--- config.mk ---
export PLATFORM = sky130hd
export DESIGN_NAME = dmem_dma_arbiter_flat
export DESIGN_NICKNAME = d
export VERILOG_FILES = /design/src/rtl/dmem_dma_arbiter_pkg.sv /design/src/rtl/dmem_dma_arbiter_if.sv /design/src/rtl/dmem_dma_arbiter_starve.sv /design/src/rtl/dmem_dma_arbiter.sv /design/src/flat_wrapper.sv
export SDC_FILE = /design/constraint.sdc
export NUM_CORES = 1
export LEC_CHECK = 0
export BUFFER_PORTS_ARGS = -buffer_cell sky130_fd_sc_hd__buf_2
export CORE_ASPECT_RATIO = 0.9
export CORE_MARGIN = 8
export CORE_UTILIZATION = 55
export DETAILED_ROUTE_END_ITERATION = 6
export GPL_TIMING_DRIVEN = 0
export PLACE_DENSITY = 0.93
export SYNTH_ARGS = -nofsm -noshare
export SYNTH_HDL_FRONTEND = slang
export SYNTH_SLANG_ARGS = --single-unit
--- constraint.sdc ---
create_clock -name Clk -period 8.4 [get_ports Clk]
set_input_delay 2.52 -clock Clk [delete_from_list [all_inputs] [get_ports Clk]]
set_output_delay 2.52 -clock Clk [all_outputs]
set_load 0.01 [all_outputs]
--- src/rtl/dmem_dma_arbiter_pkg.sv ---
// dmem_arb_pkg: shared defaults and engine state encoding for the DMem/DMA arbiter.
package dmem_arb_pkg;
    localparam int AW_DEF = 8;
    localparam int DW_DEF = 8;
    localparam int STARVE_LIM_DEF = 4;
    typedef logic [1:0] dma_state_t;
    localparam logic [1:0] IDLE = 2'd0;
    localparam logic [1:0] RD = 2'd1;
    localparam logic [1:0] WR = 2'd2;
    localparam logic [1:0] DONE = 2'd3;
endpackage

--- src/rtl/dmem_dma_arbiter_if.sv ---
// dmem_dma_arbiter_if: core, copy-engine control and DMem port signals of the arbiter.
interface dmem_dma_arbiter_if import dmem_arb_pkg::*; #(
    parameter int AW = AW_DEF,
    parameter int DW = DW_DEF
);
    logic core_req;
    logic core_wen;
    logic [AW-1:0] core_addr;
    logic [DW-1:0] core_wdat;
    logic [DW-1:0] core_rdat;
    logic core_stall;
    logic dma_start;
    logic [AW-1:0] dma_src;
    logic [AW-1:0] dma_dst;
    logic [AW-1:0] dma_len;
    logic dma_busy;
    logic dma_done;
    logic mem_wen;
    logic [AW-1:0] mem_addr;
    logic [DW-1:0] mem_wdat;
    logic [DW-1:0] mem_rdat;
    modport slave (
        input core_req, core_wen, core_addr, core_wdat,
        input dma_start, dma_src, dma_dst, dma_len, mem_rdat,
        output core_rdat, core_stall, dma_busy, dma_done, mem_wen, mem_addr, mem_wdat
    );
    modport master (
        output core_req, core_wen, core_addr, core_wdat,
        output dma_start, dma_src, dma_dst, dma_len, mem_rdat,
        input core_rdat, core_stall, dma_busy, dma_done, mem_wen, mem_addr, mem_wdat
    );
endinterface

--- src/rtl/dmem_dma_arbiter_starve.sv ---
// arb_starve_counter: counts consecutive blocked engine cycles and forces one grant at LIM.
module arb_starve_counter import dmem_arb_pkg::*; #(
    parameter int LIM = STARVE_LIM_DEF
) (
    input  logic Clk,
    input  logic Reset,
    input  logic blocked,
    input  logic granted,
    input  logic clear,
    output logic force_grant
);
    localparam int CW = $clog2(LIM + 1);
    logic [CW-1:0] wait_cnt;
    always_ff @(posedge Clk) begin
        if (Reset || clear || granted) wait_cnt <= '0;
        else if (blocked && wait_cnt != CW'(LIM)) wait_cnt <= wait_cnt + 1'b1;
    end
    assign force_grant = wait_cnt == CW'(LIM);
endmodule

--- src/rtl/dmem_dma_arbiter.sv ---
// dmem_dma_arbiter: shares the DMem port between the core and a forward block-copy engine,
// core first, with a starvation guard that periodically forces one engine access.
module dmem_dma_arbiter import dmem_arb_pkg::*; #(
    parameter int AW = AW_DEF,
    parameter int DW = DW_DEF,
    parameter int STARVE_LIM = STARVE_LIM_DEF
) (
    input logic Clk,
    input logic Reset,
    dmem_dma_arbiter_if.slave bus
);
    dma_state_t state, next_state;
    logic [AW-1:0] src, dst, idx, remaining;
    logic [DW-1:0] buffer;
    logic active, force_grant, eng_grant, blocked;

    arb_starve_counter #(.LIM(STARVE_LIM)) u_starve (
        .Clk(Clk),
        .Reset(Reset),
        .blocked(blocked),
        .granted(eng_grant),
        .clear(state == IDLE),
        .force_grant(force_grant)
    );

    always_comb begin
        active = state == RD || state == WR;
        eng_grant = active && (!bus.core_req || force_grant);
        blocked = active && bus.core_req && !force_grant;
        bus.core_stall = active && bus.core_req && force_grant;
        bus.core_rdat = bus.mem_rdat;
        bus.dma_busy = active;
        bus.dma_done = state == DONE;
        bus.mem_addr = eng_grant ? (state == WR ? dst + idx : src + idx) : bus.core_addr;
        bus.mem_wdat = eng_grant ? buffer : bus.core_wdat;
        // Reset suppresses the write in the same cycle so an aborted copy leaves no trace.
        bus.mem_wen = !Reset && (eng_grant ? state == WR : bus.core_wen && bus.core_req);
        next_state = state == IDLE ? (bus.dma_start ? (bus.dma_len != '0 ? RD : DONE) : IDLE)
                   : state == RD   ? (eng_grant ? WR : RD)
                   : state == WR   ? (eng_grant ? (remaining > 1 ? RD : DONE) : WR)
                   : IDLE;
    end

    always_ff @(posedge Clk) begin
        if (Reset) begin
            state <= IDLE;
            src <= '0;
            dst <= '0;
            idx <= '0;
            remaining <= '0;
            buffer <= '0;
        end else begin
            if (state == IDLE && bus.dma_start) begin
                src <= bus.dma_src;
                dst <= bus.dma_dst;
                idx <= '0;
                remaining <= bus.dma_len;
            end
            if (state == RD && eng_grant) buffer <= bus.mem_rdat;
            if (state == WR && eng_grant) begin
                idx <= idx + 1'b1;
                remaining <= remaining - 1'b1;
            end
            state <= next_state;
        end
    end
endmodule

--- src/flat_wrapper.sv ---
// flat-port wrapper written by rule: the top's interface ports become plain ports
module dmem_dma_arbiter_flat import dmem_arb_pkg::*;
#(
    parameter int AW = AW_DEF,
    parameter int DW = DW_DEF,
    parameter int STARVE_LIM = STARVE_LIM_DEF
)
  (Clk, Reset, bus_core_req, bus_core_wen, bus_core_addr, bus_core_wdat, bus_dma_start, bus_dma_src, bus_dma_dst, bus_dma_len, bus_mem_rdat, bus_core_rdat, bus_core_stall, bus_dma_busy, bus_dma_done, bus_mem_wen, bus_mem_addr, bus_mem_wdat);
  dmem_dma_arbiter_if #(.AW(AW), .DW(DW)) bus_i ();
  input logic Clk;
  input logic Reset;
  input wire logic [$bits(bus_i.core_req)-1:0] bus_core_req;
  input wire logic [$bits(bus_i.core_wen)-1:0] bus_core_wen;
  input wire logic [$bits(bus_i.core_addr)-1:0] bus_core_addr;
  input wire logic [$bits(bus_i.core_wdat)-1:0] bus_core_wdat;
  input wire logic [$bits(bus_i.dma_start)-1:0] bus_dma_start;
  input wire logic [$bits(bus_i.dma_src)-1:0] bus_dma_src;
  input wire logic [$bits(bus_i.dma_dst)-1:0] bus_dma_dst;
  input wire logic [$bits(bus_i.dma_len)-1:0] bus_dma_len;
  input wire logic [$bits(bus_i.mem_rdat)-1:0] bus_mem_rdat;
  output wire logic [$bits(bus_i.core_rdat)-1:0] bus_core_rdat;
  output wire logic [$bits(bus_i.core_stall)-1:0] bus_core_stall;
  output wire logic [$bits(bus_i.dma_busy)-1:0] bus_dma_busy;
  output wire logic [$bits(bus_i.dma_done)-1:0] bus_dma_done;
  output wire logic [$bits(bus_i.mem_wen)-1:0] bus_mem_wen;
  output wire logic [$bits(bus_i.mem_addr)-1:0] bus_mem_addr;
  output wire logic [$bits(bus_i.mem_wdat)-1:0] bus_mem_wdat;
  assign bus_i.core_req = bus_core_req;
  assign bus_i.core_wen = bus_core_wen;
  assign bus_i.core_addr = bus_core_addr;
  assign bus_i.core_wdat = bus_core_wdat;
  assign bus_i.dma_start = bus_dma_start;
  assign bus_i.dma_src = bus_dma_src;
  assign bus_i.dma_dst = bus_dma_dst;
  assign bus_i.dma_len = bus_dma_len;
  assign bus_i.mem_rdat = bus_mem_rdat;
  assign bus_core_rdat = bus_i.core_rdat;
  assign bus_core_stall = bus_i.core_stall;
  assign bus_dma_busy = bus_i.dma_busy;
  assign bus_dma_done = bus_i.dma_done;
  assign bus_mem_wen = bus_i.mem_wen;
  assign bus_mem_addr = bus_i.mem_addr;
  assign bus_mem_wdat = bus_i.mem_wdat;
  dmem_dma_arbiter #(.AW(AW), .DW(DW), .STARVE_LIM(STARVE_LIM)) u_core (.Clk(Clk), .Reset(Reset), .bus(bus_i));
endmodule
==> results.txt, run 1 <==
largest net degree at the start of global routing: 16
clock sinks: 45
total design power: 0.000554 W
crit share post-route: 78.2%
wire length of the first global-routing pass: 12900 um
syn avg cell area: 8.38 sq um
fraction of post-synthesis cell area in the top cell type by area: 32.3%
cell with the most instances on the worst path: sky130_fd_sc_hd__buf_2
fraction of power spent switching nets: 28.7%
Syn. warnings: 0
top achievable clock speed: 152 MHz
Flop pwr share: 41.5%
number of global-route vias before repair: 2793
number of buffers inserted by port buffering: 80
number of gates resized after CTS: 0
most instantiated library cell after synthesis: sky130_fd_sc_hd__nand2_1
placed insts: 478
area of combinational cells with multiple inputs: 0.00169 sq mm
Peak supply drop: 0.129 mV
transition time at the pin with the least slew margin: 0.690 ns
proportion of power drawn by combinational gates: 21.9%
min Tclk post-route: 6.57 ns
DRC marker count from the first detailed-route iteration: 192
most numerous cell types in the synthesized netlist: 51 x sky130_fd_sc_hd__nand2_1, 45 x sky130_fd_sc_hd__dfxtp_1, 37 x sky130_fd_sc_hd__a21oi_1
Arrival @ worst endpoint: 4.05 ns
maximum clock insertion buffer count: 2
Clock Skew: 0.00259 ns
count of nets after finishing: 491
H-tree depth reported by CTS: 2
DRC: 0
Total Die Area: 0.00761 sq mm
clock transition at the registers of the reported paths: 0.09 ns
Worst Path Required: 5.88 ns
kind of capture point of the worst setup path: primary output
most common flop cell mapped by yosys: sky130_fd_sc_hd__dfxtp_1
Netlist Area Pre-Place: 0.00279 sq mm
Hold Path Class: reg2reg
total count of max-transition violations in the final report: 0
number of buffers added by the clock tree synthesis step: 5
cell depth of the worst min-delay path: 2
Setup Crit Path Kind: in2out
number of failing hold endpoints at the final stage: 0
top fanout value on the critical path: 7
Top Ports: 81
clock tree from TritonCTS: built
ranking of synthesized cells by area: sky130_fd_sc_hd__dfxtp_1 32%, sky130_fd_sc_hd__ha_1 7.6%, sky130_fd_sc_hd__nand2_1 6.9%
Switching Power: 0.000159 W
outcome: completed
fraction of synthesis flops using an asynchronous set or reset pin: 0%
Core Footprint: 0.00486 sq mm
total of hold buffers inserted after clock tree synthesis: 0
synthesized flop and latch total: 45
vertical die dimension: 83.6 um
fraction of layout instances using a drive strength above 1: 31.6%
number of library cell types mapped by synthesis: 51
category of the worst setup path launch point: input pin
cell-by-cell trace of the critical path: buf_2 -> a21boi_1 -> nor2_1 -> mux2_2 -> buf_2
CP max stage delay: 0.59 ns
initial antenna violation count: 0
routability-driven placement congestion ratio: 0.943
number of enable-type register cells in the synthesized netlist: 0
unrepaired setup endpoints after global routing: no
standard-cell rows: 24
minimum setup slack after placement: 1.84 ns
Antenna Violating Nets Remaining: 0
total routed wirelength: 7900 um
Antenna Diode Count: 0
chip width: 91.1 um
count of TritonRoute iterations in the first routing pass: 5
fraction of the yosys area taken by sequential cells: 32.3%
core utilization of the finished layout: 70.1%
max_slew headroom: 53.9%
FF+latch area: 901 sq um
total of max-cap violations: 0
library cell contributing the largest single delay on the critical path: sky130_fd_sc_hd__a21boi_1
final setup margin: 1.83 ns
vias per inst: 5.78
cell type contributing the most total cell area after synthesis: sky130_fd_sc_hd__dfxtp_1
count of non-filler cells in the finished layout: 486
fillers: 390
Initial Util: 57.4%
Clock Latency Late Sink: 0.31 ns
DP Wirelength: 5960 um
GRT Total Usage: 20.1%
Internal Pwr Total: 0.000395 W
clock network fraction of total power: 36.6%
cell area power density: 162 mW/mm^2
number of post-CTS setup repair buffers: 0
routed vias: 2809
worst r2r path cells: 7
gr ovfl total: 0
leakage power: 1.52 nW
final total negative setup slack: 0 ns
synthesis-to-layout area growth: 22.2%
mean routed wirelength per cell: 16.3 um
number of standard cells after synthesis: 333
total setup violations reported at the end of the flow: 0
clock root buffer master: sky130_fd_sc_hd__clkbuf_8
synthesized net count: 404
## power groups by stage
| stage | registers (W) | logic, W | clock network [W] |
|---|---|---|---|
| detailed placement | 0.000235 | 0.000119 | 0 |
| global route | 0.000232 | 0.000132 | 0.000211 |
| global placement | 0.000234 | 0.000114 | 0 |
| finish | 0.000230 | 0.000121 | 0.000203 |
| floorplan | 0.000233 | 0.0000776 | 0 |
| CTS | 0.000230 | 0.000120 | 0.000202 |
## metrics by stage
stage	hold WS (ns)	area [sq um]
3_5_place_dp	0.446	3270
2_1_floorplan	0.433	2790
3_3_place_gp	0.439	3270
4_1_cts	0.459	3410
6_report	0.457	3410
5_1_grt	0.477	3410
## worst max-delay path, delay by kind of cell
family          cells  cell delay, ns
compound gates      1            0.59
buf+inv             2            0.27
mux                 1            0.35
simple gates        1            0.32
## final timing paths
| kind | start | endpoint | slack [ns] |
|---|---|---|---|
| min reg2reg | u_core.dst[2]$_SDFFE_PP0P_ | u_core.dst[2]$_SDFFE_PP0P_ | 0.46 |
| max reg2reg | u_core.state[1]$_SDFF_PP0_ | u_core.buffer[4]$_SDFFE_PP0P_ | 6.30 |
| min | u_core.dst[2]$_SDFFE_PP0P_ | u_core.dst[2]$_SDFFE_PP0P_ | 0.46 |
| max | bus_core_req | bus_mem_addr[1] | 1.83 |
## sequential cells by signal (all words and copies together) (netlist names)
signal,count
u_core.remaining,8
u_core.src,8
u_core.u_starve.wait_cnt,3
u_core.buffer,8
u_core.dst,8
u_core.state,2
u_core.idx,8
## area by class of cell
type / count / area share, %
inverters: 12 / 1.32
well taps: 65 / 2.39
repair buffers: 80 / 11.7
clock buffers: 5 / 2.02
flip-flops and latches: 45 / 26.4
plain buffers: 27 / 4.66
clock inverters: 3 / 2.02
multi-input cells: 249 / 49.4
## routing by layer
layer | share of wire, % | global-route usage (%) | vias up
met1 | 41 | 22.9 | 1317
met4 | 1.2 | 6.98 | 0
li1 | - | - | 1355
met5 | 0 | 0 | -
met2 | 50 | 34.7 | 125
met3 | 7.7 | 5.94 | 12
## cell families after synthesis
| family | after synthesis | share of synthesized area, % |
|---|---|---|
| AND/OR/NAND/NOR | 118 | 20.8 |
| AO/OA/AOI/OAI | 81 | 19.2 |
| flip-flops | 45 | 32.3 |
| buffers and inverters | 39 | 7.31 |
| adder cells (fa/ha/maj) | 18 | 8.34 |
| multiplexers | 28 | 10.8 |
| XOR/XNOR | 4 | 1.26 |
## placed cells by master (no fill, tap or decap), drive strengths merged, types with 2 or more instances in the layout
cell type / instances
a211o: 3
a211oi: 6
a21boi: 2
a21oi: 37
a31oi: 9
and3: 5
and4: 2
buf: 98
bufinv: 2
clkbuf: 14
dfxtp: 45
ha: 17
inv: 13
mux2: 17
mux2i: 11
nand2: 51
nand3: 19
nand4: 2
nor2: 17
nor3: 8
nor4: 3
nor4b: 2
o211ai: 2
o21ai: 9
o21bai: 2
o221ai: 2
o311ai: 2
or3: 3
xnor2: 3
Power figures use the tool's default switching activity.
==> inputs of run 2 (changes only) <==
--- a/config.mk
+++ b/config.mk
@@ -8,10 +8,10 @@
 export BUFFER_PORTS_ARGS = -buffer_cell sky130_fd_sc_hd__buf_2
 export CORE_ASPECT_RATIO = 0.9
 export CORE_MARGIN = 8
-export CORE_UTILIZATION = 55
+export CORE_UTILIZATION = 47
 export DETAILED_ROUTE_END_ITERATION = 6
 export GPL_TIMING_DRIVEN = 0
-export PLACE_DENSITY = 0.93
+export PLACE_DENSITY = 0.85
 export SYNTH_ARGS = -nofsm -noshare
 export SYNTH_HDL_FRONTEND = slang
 export SYNTH_SLANG_ARGS = --single-unit
==> constraint.sdc (replaced) <==
create_clock -name Clk -period 5.4 [get_ports Clk]
set_input_delay 1.62 -clock Clk [delete_from_list [all_inputs] [get_ports Clk]]
set_output_delay 1.62 -clock Clk [all_outputs]
set_load 0.01 [all_outputs]
==> results.txt, run 2 (same netlist as run 1, synthesis figures left out) <==
count of nets after finishing: 491
number of buffers added by the clock tree synthesis step: 5
DP Wirelength: 5710 um
number of buffers inserted by port buffering: 80
transition time at the pin with the least slew margin: 0.715 ns
most frequent standard cell in the layout excluding fill and tap cells: sky130_fd_sc_hd__buf_2
routed vias: 2736
number of failing hold endpoints at the final stage: 0
area of combinational cells with multiple inputs: 0.00169 sq mm
final total negative setup slack: 0 ns
min Tclk post-route: 4.94 ns
Antenna Violating Nets Remaining: 0
FF+latch area: 901 sq um
outcome: completed
total of max-cap violations: 0
synthesis-to-layout area growth: 22.4%
number of post-CTS setup repair buffers: 0
total setup violations reported at the end of the flow: 0
max_slew headroom: 52.3%
Hold Path Class: reg2reg
initial antenna violation count: 0
Clock Latency Late Sink: 0.31 ns
crit share post-route: 91.4%
library cell contributing the largest single delay on the critical path: sky130_fd_sc_hd__a2111o_1
clock sinks: 45
cell-by-cell trace of the critical path: inv_1 -> ha_1 -> buf_4 -> buf_2 -> mux2_2 -> ha_1 -> fa_1 -> a21oi_1 -> o21ai_0 -> a2111o_1 -> nand3_1 -> buf_2
clock transition at the registers of the reported paths: 0.10 ns
Worst Path Required: 3.78 ns
standard-cell rows: 26
cell area power density: 251 mW/mm^2
chip width: 97.2 um
total count of max-transition violations in the final report: 0
Peak supply drop: 0.180 mV
kind of capture point of the worst setup path: primary output
GRT Total Usage: 16.7%
category of the worst setup path launch point: register
leakage power: 1.52 nW
maximum clock insertion buffer count: 2
total non-filler cell area in the finished layout: 0.00342 sq mm
Initial Util: 49.0%
Antenna Diode Count: 0
core utilization of the finished layout: 60.0%
Core Footprint: 0.00569 sq mm
total of hold buffers inserted after clock tree synthesis: 0
number of global-route vias before repair: 2690
vertical die dimension: 89.1 um
clock root buffer master: sky130_fd_sc_hd__clkbuf_8
clock tree from TritonCTS: built
Total Die Area: 0.00866 sq mm
count of TritonRoute iterations in the first routing pass: 4
Top Ports: 81
DRC marker count from the first detailed-route iteration: 138
unrepaired setup endpoints after global routing: no
most frequent cells in the layout: 86 x sky130_fd_sc_hd__buf_2, 51 x sky130_fd_sc_hd__nand2_1, 45 x sky130_fd_sc_hd__dfxtp_1
total routed wirelength: 7370 um
CP max stage delay: 0.43 ns
DRC: 0
gr ovfl total: 0
top fanout value on the critical path: 10
fillers: 525
routability-driven placement congestion ratio: 0.898
H-tree depth reported by CTS: 2
mean routed wirelength per cell: 15.0 um
fraction of layout instances using a drive strength above 1: 31.6%
dpl cell area: 0.00328 sq mm
largest net degree at the start of global routing: 16
top achievable clock speed: 203 MHz
Clock Skew: 0.00962 ns
number of gates resized after CTS: 0
Arrival @ worst endpoint: 3.32 ns
vias per inst: 5.57
wire length of the first global-routing pass: 12100 um
Setup Crit Path Kind: reg2out
run 2: cell counts in the layout (fill, tap and decap cells not counted):
No cell type changed its count.
run 2: path summary, 6_finish.rpt:
check	startpoint	slack [ns]	to	cells after the start
min reg2reg	u_core.dst[5]$_SDFFE_PP0P_	0.46	u_core.dst[5]$_SDFFE_PP0P_	2
max	u_core.state[0]$_SDFF_PP0_	0.46	bus_mem_addr[6]	12
max reg2reg	u_core.state[0]$_SDFF_PP0_	3.34	u_core.buffer[7]$_SDFFE_PP0P_	7
min	u_core.dst[5]$_SDFFE_PP0P_	0.46	u_core.dst[5]$_SDFFE_PP0P_	2
run 2: through the flow:
step | setup slack [ns] | std cells | hold slack (ns) | power, W
after floorplan | 1.07 | 333 | 0.433 | 0.000483
after global placement | 0.654 | 483 | 0.439 | 0.000543
after detailed placement | 0.599 | 483 | 0.448 | 0.000548
after CTS | 0.464 | 491 | 0.461 | 0.000862
after global routing | 0.237 | 491 | 0.477 | 0.000898
final | 0.464 | 491 | 0.460 | 0.000858
run 2: area by class of cell:
type / count / share of cell area [%]
clock buffer: 5 / 2.01
timing repair buffer: 80 / 11.7
buffer: 27 / 4.65
tap: 70 / 2.56
inverter: 12 / 1.32
clock inverter: 3 / 2.01
multi-input combinational: 249 / 49.3
sequential: 45 / 26.4
run 2: routing by layer:
layer  global-route usage [%]  wire [um]  share of wire (%)
met2                     27.7       3470                 47
met3                     4.48        532                7.2
met1                     20.6       3260                 44
met5                        0          0                  0
met4                     6.18        104                1.4
run 2: worst max-delay path, delay by kind of cell, from the launching register on:
| family | cells | cell delay, ns |
|---|---|---|
| buffers and inverters | 4 | 0.67 |
| DFF | 1 | 0.34 |
| adders and majority gates | 3 | 0.76 |
| and+or+nand+nor | 1 | 0.06 |
| AOI/OAI and AO/OA | 3 | 0.79 |
| muxes | 1 | 0.37 |
run 2: power by group:
group | internal (W) | total (W) | switching, W
logic | 0.0000800 | 0.000183 | 0.000103
clock network | 0.000186 | 0.000317 | 0.000130
registers | 0.000348 | 0.000358 | 0.0000105
total | 0.000614 | 0.000858 | 0.000244
